File: src/rtl/range_stream_gen_pkg.sv
// ============================================================================
// Module : range_pkg
// Brief  : Shared types, default widths and the config check for range_stream_gen.
// Rev    : 1.0
// ============================================================================
`default_nettype none

package range_pkg;

    localparam int DEF_WIDTH = 10;
    localparam int DEF_LEN_W = 8;

    typedef enum logic [1:0] {
        IDLE = 2'd0,
        SEND = 2'd1,
        DONE = 2'd2
    } state_t;

    // A burst needs at least one sample and a non-inverted range.
    function automatic logic cfg_valid(input logic [31:0] lo,
                                       input logic [31:0] hi,
                                       input logic [31:0] len);
        return (len != 32'd0) && (hi >= lo);
    endfunction

endpackage

`default_nettype wire

File: src/rtl/range_stream_gen_if.sv
// ============================================================================
// Module : range_stream_gen_if
// Brief  : Config request plus go/finish sample-stream bundle of range_stream_gen.
// Rev    : 1.0
// ============================================================================
`default_nettype none

interface range_stream_gen_if #(
    parameter int WIDTH = 10,
    parameter int LEN_W = 8
) ();
    logic             start;
    logic [WIDTH-1:0] lo;
    logic [WIDTH-1:0] hi;
    logic [LEN_W-1:0] len;
    logic [WIDTH-1:0] step;
    logic [WIDTH-1:0] data_out;
    logic             go;
    logic             finish;
    logic             busy;
    logic             done;
    logic             cfg_error;
    logic [WIDTH-1:0] expected_range;

    // master: the generator; slave: whoever configures it and consumes the stream
    modport master (
        input  start, lo, hi, len, step,
        output data_out, go, finish, busy, done, cfg_error, expected_range
    );

    modport slave (
        output start, lo, hi, len, step,
        input  data_out, go, finish, busy, done, cfg_error, expected_range
    );
endinterface

`default_nettype wire

File: src/rtl/range_stream_gen_ramp_step.sv
// ============================================================================
// Module : range_ramp_step
// Brief  : Next ramp value; advances by step, falls back to lo once past hi.
// Rev    : 1.0
// ============================================================================
`default_nettype none

module range_ramp_step #(
    parameter int WIDTH = 10
) (
    input  wire logic [WIDTH-1:0] r,
    input  wire logic [WIDTH-1:0] step,
    input  wire logic [WIDTH-1:0] lo,
    input  wire logic [WIDTH-1:0] hi,
    output      logic [WIDTH-1:0] r_next
);

    // One extra bit so a large step can never wrap back into [lo, hi].
    logic [WIDTH:0] w_sum;

    assign w_sum  = {1'b0, r} + {1'b0, step};
    assign r_next = (w_sum <= {1'b0, hi}) ? w_sum[WIDTH-1:0] : lo;

endmodule

`default_nettype wire

File: src/rtl/range_stream_gen.sv
// ============================================================================
// Module : range_stream_gen
// Brief  : go/finish burst generator with a known-in-advance range (hi - lo).
//          Define RANGE_GEN_REPEAT_EN to re-arm directly from DONE on held start.
// Rev    : 1.0
// ============================================================================
`default_nettype none

module range_stream_gen
    import range_pkg::*;
#(
    parameter int WIDTH = DEF_WIDTH,
    parameter int LEN_W = DEF_LEN_W
) (
    input  wire logic          clock,
    input  wire logic          reset,
    range_stream_gen_if.master bus
);

    state_t           r_state;
    logic [WIDTH-1:0] r_lo;
    logic [WIDTH-1:0] r_hi;
    logic [LEN_W-1:0] r_len;
    logic [WIDTH-1:0] r_step;
    logic [WIDTH-1:0] r_ramp;
    logic [LEN_W-1:0] r_idx;
    logic [WIDTH-1:0] r_data;
    logic             r_go;
    logic             r_finish;
    logic             r_busy;
    logic             r_done;
    logic             r_cfg_error;
    logic [WIDTH-1:0] r_range;

    logic             w_cfg_ok;
    logic             w_can_start;
    logic             w_accept;
    logic [LEN_W-1:0] w_last;
    logic [LEN_W-1:0] w_idx_next;
    logic [WIDTH-1:0] w_ramp_next;

    assign w_cfg_ok = cfg_valid(32'(bus.lo), 32'(bus.hi), 32'(bus.len));

`ifdef RANGE_GEN_REPEAT_EN
    assign w_can_start = (r_state == IDLE) || (r_state == DONE);
`else
    assign w_can_start = (r_state == IDLE);
`endif

    assign w_accept   = bus.start && w_cfg_ok && w_can_start;
    assign w_last     = r_len - LEN_W'(1);
    assign w_idx_next = r_idx + LEN_W'(1);

    range_ramp_step #(.WIDTH(WIDTH)) u_ramp (
        .r      (r_ramp),
        .step   (r_step),
        .lo     (r_lo),
        .hi     (r_hi),
        .r_next (w_ramp_next)
    );

    always_ff @(posedge clock) begin
        if (reset) begin
            r_state     <= IDLE;
            r_lo        <= '0;
            r_hi        <= '0;
            r_len       <= '0;
            r_step      <= '0;
            r_ramp      <= '0;
            r_idx       <= '0;
            r_data      <= '0;
            r_go        <= 1'b0;
            r_finish    <= 1'b0;
            r_busy      <= 1'b0;
            r_done      <= 1'b0;
            r_cfg_error <= 1'b0;
            r_range     <= '0;
        end else begin
            r_cfg_error <= 1'b0;
            if (w_accept) begin
                // Sample k=0 (lo) is presented the cycle after acceptance.
                r_state  <= SEND;
                r_lo     <= bus.lo;
                r_hi     <= bus.hi;
                r_len    <= bus.len;
                r_step   <= bus.step;
                r_range  <= bus.hi - bus.lo;
                r_ramp   <= bus.lo;
                r_idx    <= '0;
                r_data   <= bus.lo;
                r_go     <= 1'b1;
                r_finish <= (bus.len == LEN_W'(1));
                r_busy   <= 1'b1;
                r_done   <= 1'b0;
            end else begin
                case (r_state)
                    IDLE: begin
                        if (bus.start) begin
                            r_cfg_error <= 1'b1;
                        end
                    end
                    SEND: begin
                        r_go <= 1'b0;
                        if (r_idx == w_last) begin
                            r_state  <= DONE;
                            r_data   <= '0;
                            r_finish <= 1'b0;
                            r_busy   <= 1'b0;
                            r_done   <= 1'b1;
                        end else begin
                            r_idx    <= w_idx_next;
                            r_finish <= (w_idx_next == w_last);
                            if (r_idx == '0) begin
                                r_data <= r_hi;
                            end else begin
                                r_data <= r_ramp;
                                r_ramp <= w_ramp_next;
                            end
                        end
                    end
                    DONE: begin
                        r_state <= IDLE;
                        r_done  <= 1'b0;
                    end
                    default: begin
                        r_state <= IDLE;
                    end
                endcase
            end
        end
    end

    assign bus.data_out       = r_data;
    assign bus.go             = r_go;
    assign bus.finish         = r_finish;
    assign bus.busy           = r_busy;
    assign bus.done           = r_done;
    assign bus.cfg_error      = r_cfg_error;
    assign bus.expected_range = r_range;

endmodule

`default_nettype wire

File: src/flat_wrapper.sv
// flat-port wrapper written by rule: the top's interface ports become plain ports
module range_stream_gen_flat import range_pkg::*;
#(
    parameter int WIDTH = DEF_WIDTH,
    parameter int LEN_W = DEF_LEN_W
)
  (clock, reset, bus_start, bus_lo, bus_hi, bus_len, bus_step, bus_data_out, bus_go, bus_finish, bus_busy, bus_done, bus_cfg_error, bus_expected_range);
  range_stream_gen_if #(.WIDTH(WIDTH), .LEN_W(LEN_W)) bus_i ();
  input  wire logic clock;
  input  wire logic reset;
  input wire logic [$bits(bus_i.start)-1:0] bus_start;
  input wire logic [$bits(bus_i.lo)-1:0] bus_lo;
  input wire logic [$bits(bus_i.hi)-1:0] bus_hi;
  input wire logic [$bits(bus_i.len)-1:0] bus_len;
  input wire logic [$bits(bus_i.step)-1:0] bus_step;
  output wire logic [$bits(bus_i.data_out)-1:0] bus_data_out;
  output wire logic [$bits(bus_i.go)-1:0] bus_go;
  output wire logic [$bits(bus_i.finish)-1:0] bus_finish;
  output wire logic [$bits(bus_i.busy)-1:0] bus_busy;
  output wire logic [$bits(bus_i.done)-1:0] bus_done;
  output wire logic [$bits(bus_i.cfg_error)-1:0] bus_cfg_error;
  output wire logic [$bits(bus_i.expected_range)-1:0] bus_expected_range;
  assign bus_i.start = bus_start;
  assign bus_i.lo = bus_lo;
  assign bus_i.hi = bus_hi;
  assign bus_i.len = bus_len;
  assign bus_i.step = bus_step;
  assign bus_data_out = bus_i.data_out;
  assign bus_go = bus_i.go;
  assign bus_finish = bus_i.finish;
  assign bus_busy = bus_i.busy;
  assign bus_done = bus_i.done;
  assign bus_cfg_error = bus_i.cfg_error;
  assign bus_expected_range = bus_i.expected_range;
  range_stream_gen #(.WIDTH(WIDTH), .LEN_W(LEN_W)) u_core (.clock(clock), .reset(reset), .bus(bus_i));
endmodule
File: config.mk
export PLATFORM = sky130hd
export DESIGN_NAME = range_stream_gen_flat
export DESIGN_NICKNAME = d
export VERILOG_FILES = /design/src/rtl/range_stream_gen_pkg.sv /design/src/rtl/range_stream_gen_if.sv /design/src/rtl/range_stream_gen_ramp_step.sv /design/src/rtl/range_stream_gen.sv /design/src/flat_wrapper.sv
export SDC_FILE = /design/constraint.sdc
export NUM_CORES = 1
export LEC_CHECK = 0
export CAP_MARGIN = 20
export CORE_UTILIZATION = 44
export CTS_BUF_LIST = sky130_fd_sc_hd__clkbuf_16
export DETAILED_ROUTE_END_ITERATION = 8
export GPL_TIMING_DRIVEN = 0
export PLACE_DENSITY = 0.66
export RECOVER_POWER = 100
export SLEW_MARGIN = 20
export SYNTH_ARGS = -nofsm -noshare
export SYNTH_HDL_FRONTEND = slang
export SYNTH_SLANG_ARGS = --single-unit
export TNS_END_PERCENT = 10
File: constraint.sdc
create_clock -name clock -period 8.1 [get_ports clock]
set_clock_uncertainty 0.2 [all_clocks]
set_input_delay 1.62 -clock clock [delete_from_list [all_inputs] [get_ports clock]]
set_output_delay 1.62 -clock clock [all_outputs]
set_load 0.01 [all_outputs]
==> run_results.csv <==
group,metric,value,unit
place,hpwl,12700,µm
drt,first_iter_violations,396,
timing,hold_violations,0,
grt,first_global_vias,4850,
cts,h-tree-depth,3,
synthesis,post_synthesis_sequential_element_count,83,
grt,global_route.usage.total,28.4,%
worst_setup_path,setup.worst_path.start_class,"primary input",
worst_setup_path,crit_fanout,10,
finish,n_antenna_cell,0,
finish,layoutNonFillerInstCount,877,
synthesis,post_synth_mux_area_share,1.23,%
worst_setup_path,path_class,"in -> reg",
synthesis,edff_count_synth,0,
grt,maximum_number_of_pins_on_one_net_before_global_route_repair,15,
place,numPlacedInstances,861,
place,routabilityCongestion,0.919,
synthesis,synth_adder_area_share,9.63,%
run,max_capacitance_violation_total,0,
power_and_ir_drop,leakage,2.38,nW
cts,clk_pin_slew_worst_paths,0.07,ns
floorplanning,chipHeight,110,µm
drt,detail_route.wl_per_cell,18.4,µm
power_and_ir_drop,power_density,202,nW/µm²
timing,setup_ws,2.97,ns
cts,tritoncts,"done",
floorplanning,die_area,12000,µm²
synthesis,syn_area_per_cell,7.75,µm²
drt,detail_route.vias_per_cell,5.82,
finish,filler_cell_count,1083,
cts,cts_root_buf,"sky130_fd_sc_hd__clkbuf_16",
timing,final_min_period_over_clock_period,63.4,%
floorplanning,num_io_pins,66,
grt,grt_first_pass_wirelength,25200,µm
synthesis,synth_cells,657,
cts,post_cts.repair.setup_buffers,0,
synthesis,synth_area,5090,µm²
timing,max_clock_freq,0.195,GHz
timing,finalMaxSlewViolations,0,
grt,global_route.overflow_total,0,
drt,finalWirelength,16100,µm
cts,ctsLongestPathBuffers,2,
floorplanning,site_rows,38,
power_and_ir_drop,share_comb_of_total_power,29.1,%
timing,timing_worst_slew_pin_value,0.699,ns
power_and_ir_drop,power_switching,0.000423,W
drt,via_count,5100,
worst_setup_path,cp_data_arrival_time,5.20,ns
power_and_ir_drop,vdd_ir_drop_max,0.000183,V
finish,drive_gt1_share,3.93,%
synthesis,synth_nets,736,
cts,clkSinkCount,83,
timing,timing.final.setup_violations,0,
outcome,run_status,"finished clean",
finish,seqCellArea,1660,µm²
synthesis,dominantRegCellSynth,"sky130_fd_sc_hd__dfxtp_1",
cts,cts.hold.buffers_added,0,
hold_path,timing.hold.worst.class,"reg -> reg",
floorplanning,fp.coreArea,11100,µm²
cts,post_cts_resize_count,0,
timing,grt_setup_unrepaired,"no",
finish,finish.net_count,811,
synthesis,combinational_family_with_the_most_area_after_synthesis,"compound AO/OA/AOI/OAI gates",
place,placement.io_buffers,64,
cts,cts_inserted_buffers,9,
synthesis,post_synth_num_cell_types,59,
synthesis,synth_compound_gate_area_share,23.3,%
power_and_ir_drop,report.power.total,0.00125,W
worst_setup_path,crit_path_capture_type,"register",
synthesis,async_flop_share,0,%
place,detailedPlace.worstSlack,2.84,ns
power_and_ir_drop,internal-power,0.000828,W
worst_setup_path,critPathRequiredTime,8.16,ns
power_and_ir_drop,power.share.clock,33.4,%
grt,number_of_antenna_violations_at_the_first_check_in_global_routing,0,
synthesis,yosys.area_share.simple,21.3,%
drt,post-route-drc-count,0,
timing,fin_crit,5.13,ns
drt,firstDrtPassIters,5,
finish,fin_util,56.0,%
timing,totalNegativeSetupSlack,0,ns
cts,insertion_delay,0.35,ns
floorplanning,initial_utilization,46.0,%
drt,drtAntennaViolNets,0,
finish,synthToLayoutAreaGrowth,21.7,%
synthesis,synthXorXnorAreaFrac,5.33,%
synthesis,ys_warn_count,0,
floorplanning,fp.dieW,110,µm
finish,multi_input_area,3090,µm²
synthesis,synth.yosys.seq_area_share,32.6,%
power_and_ir_drop,switching_share,33.8,%
power_and_ir_drop,portion_of_total_power_attributed_to_sequential_cells,37.4,%
timing,slew_headroom,53.4,%
## critical path, stage by stage
cell and delay [ns]:
sky130_fd_sc_hd__dlygate4sd3_1 0.56, sky130_fd_sc_hd__inv_1 0.06, sky130_fd_sc_hd__ha_1 0.19, sky130_fd_sc_hd__fa_1 0.24
sky130_fd_sc_hd__nor2b_1 0.05, sky130_fd_sc_hd__o21ai_0 0.38, sky130_fd_sc_hd__a21oi_1 0.19, sky130_fd_sc_hd__o2111ai_1 0.36
sky130_fd_sc_hd__and2_0 0.30, sky130_fd_sc_hd__clkbuf_1 0.37, sky130_fd_sc_hd__clkbuf_1 0.47, sky130_fd_sc_hd__nand3_1 0.15
sky130_fd_sc_hd__a211oi_1 0.24
## state kept, by name, indices dropped and copies added (netlist names)
name and cells:
u_core.bus.data_out 10, u_core.bus.expected_range 10, u_core.r_hi 10, u_core.r_lo 10
u_core.r_ramp 10, u_core.r_step 10, u_core.r_idx 8, u_core.r_len 8
u_core.r_state 2, u_core.bus.busy 1, u_core.bus.cfg_error 1, u_core.bus.done 1
u_core.bus.finish 1, u_core.bus.go 1
## layer usage
layer  GRT usage (%)  up-vias  share of wire (%)
met5               0        -                  0
met4            11.6        0                2.8
met3            6.76       38                6.8
met2            45.8      206                 45
met1            36.4     2389                 45
li1                -     2467                  -
## worst paths after layout
path | from | to | slack, ns | cells after the start
worst max-delay path | bus_hi[0] | u_core.bus.data_out[2] | 2.97 | 13
worst min-delay path | u_core.bus.expected_range[6] | u_core.bus.expected_range[6] | 0.25 | 2
worst max register to register | u_core.r_ramp[0] | u_core.r_ramp[5] | 3.70 | 17
worst min register to register | u_core.bus.expected_range[6] | u_core.bus.expected_range[6] | 0.25 | 2
## final cells by class
cell class | count | area share, %
buffer | 37 | 2.66
clock buffer | 9 | 3.63
clock inverter | 7 | 1.11
inverter | 45 | 2.73
multi-input combinational | 492 | 49.9
sequential | 83 | 26.8
tap | 140 | 2.83
timing repair buffer | 64 | 10.3
## synth_stat cells (all sizes together) (4+ instances only)
cell / number / share of area, %
o21ai: 33 / 3.2
o211ai: 7 / 1.0
xnor2: 23 / 4.0
o32ai: 8 / 1.4
a31oi: 8 / 0.98
nor2: 35 / 2.6
a21oi: 69 / 6.8
dfxtp: 83 / 33
or3: 6 / 0.74
xor2: 8 / 1.4
ha: 36 / 8.8
nor2b: 6 / 0.74
and2: 7 / 0.86
a211oi: 26 / 3.8
clkbuf: 30 / 2.2
nand2b: 4 / 0.49
nor3: 17 / 1.7
buf: 7 / 1.1
o21a: 6 / 0.88
inv: 45 / 3.3
nand3: 21 / 2.4
and3: 7 / 0.86
nand3b: 7 / 1.0
nand2: 108 / 8.0
mux2i: 4 / 0.79
## stage by stage
stage / cell area [µm²] / hold slack (ns)
after floorplan: 5090 / 0.232
after global placement: 5910 / 0.240
after detailed placement: 5910 / 0.246
after CTS: 6200 / 0.254
after global routing: 6200 / 0.275
final: 6200 / 0.250
## placed cells by master, fill, tap and decap left out, types with 4 or more instances in the layout
| cell | n |
|---|---|
| sky130_fd_sc_hd__dfxtp_1 | 83 |
| sky130_fd_sc_hd__nand2_1 | 107 |
| sky130_fd_sc_hd__a31oi_1 | 8 |
| sky130_fd_sc_hd__clkdlybuf4s50_1 | 38 |
| sky130_fd_sc_hd__clkbuf_16 | 9 |
| sky130_fd_sc_hd__xnor2_1 | 23 |
| sky130_fd_sc_hd__nand3b_1 | 7 |
| sky130_fd_sc_hd__xor2_1 | 8 |
| sky130_fd_sc_hd__dlygate4sd3_1 | 26 |
| sky130_fd_sc_hd__mux2i_1 | 4 |
| sky130_fd_sc_hd__o21ai_0 | 30 |
| sky130_fd_sc_hd__nand3_1 | 18 |
| sky130_fd_sc_hd__inv_1 | 46 |
| sky130_fd_sc_hd__o21a_1 | 6 |
| sky130_fd_sc_hd__and3_1 | 7 |
| sky130_fd_sc_hd__a21oi_1 | 69 |
| sky130_fd_sc_hd__o211ai_1 | 7 |
| sky130_fd_sc_hd__and2_1 | 6 |
| sky130_fd_sc_hd__or3_1 | 6 |
| sky130_fd_sc_hd__ha_1 | 36 |
| sky130_fd_sc_hd__clkbuf_1 | 33 |
| sky130_fd_sc_hd__nor3_1 | 17 |
| sky130_fd_sc_hd__nor2b_1 | 6 |
| sky130_fd_sc_hd__a211oi_1 | 26 |
| sky130_fd_sc_hd__o32ai_1 | 8 |
| sky130_fd_sc_hd__nand2b_1 | 4 |
| sky130_fd_sc_hd__nor2_1 | 35 |
## power groups by stage
stage	clock network [W]	logic (W)	registers [W]
after floorplan	0	0.000229	0.000475
after global placement	0	0.000358	0.000476
after detailed placement	0	0.000363	0.000477
after CTS	0.000424	0.000365	0.000468
after global routing	0.000438	0.000402	0.000471
final	0.000418	0.000364	0.000468
## logic make-up (layout without fill, tap and decap cells)
kind of cell,after synthesis,count (layout)
muxes,6,6
adders and majority gates,38,38
DFF,83,83
AOI/OAI and AO/OA,187,187
and+or+nand+nor,230,230
xor gates and xnor gates,31,31
buffers and inverters,82,162
Power figures use the tool's default switching activity.
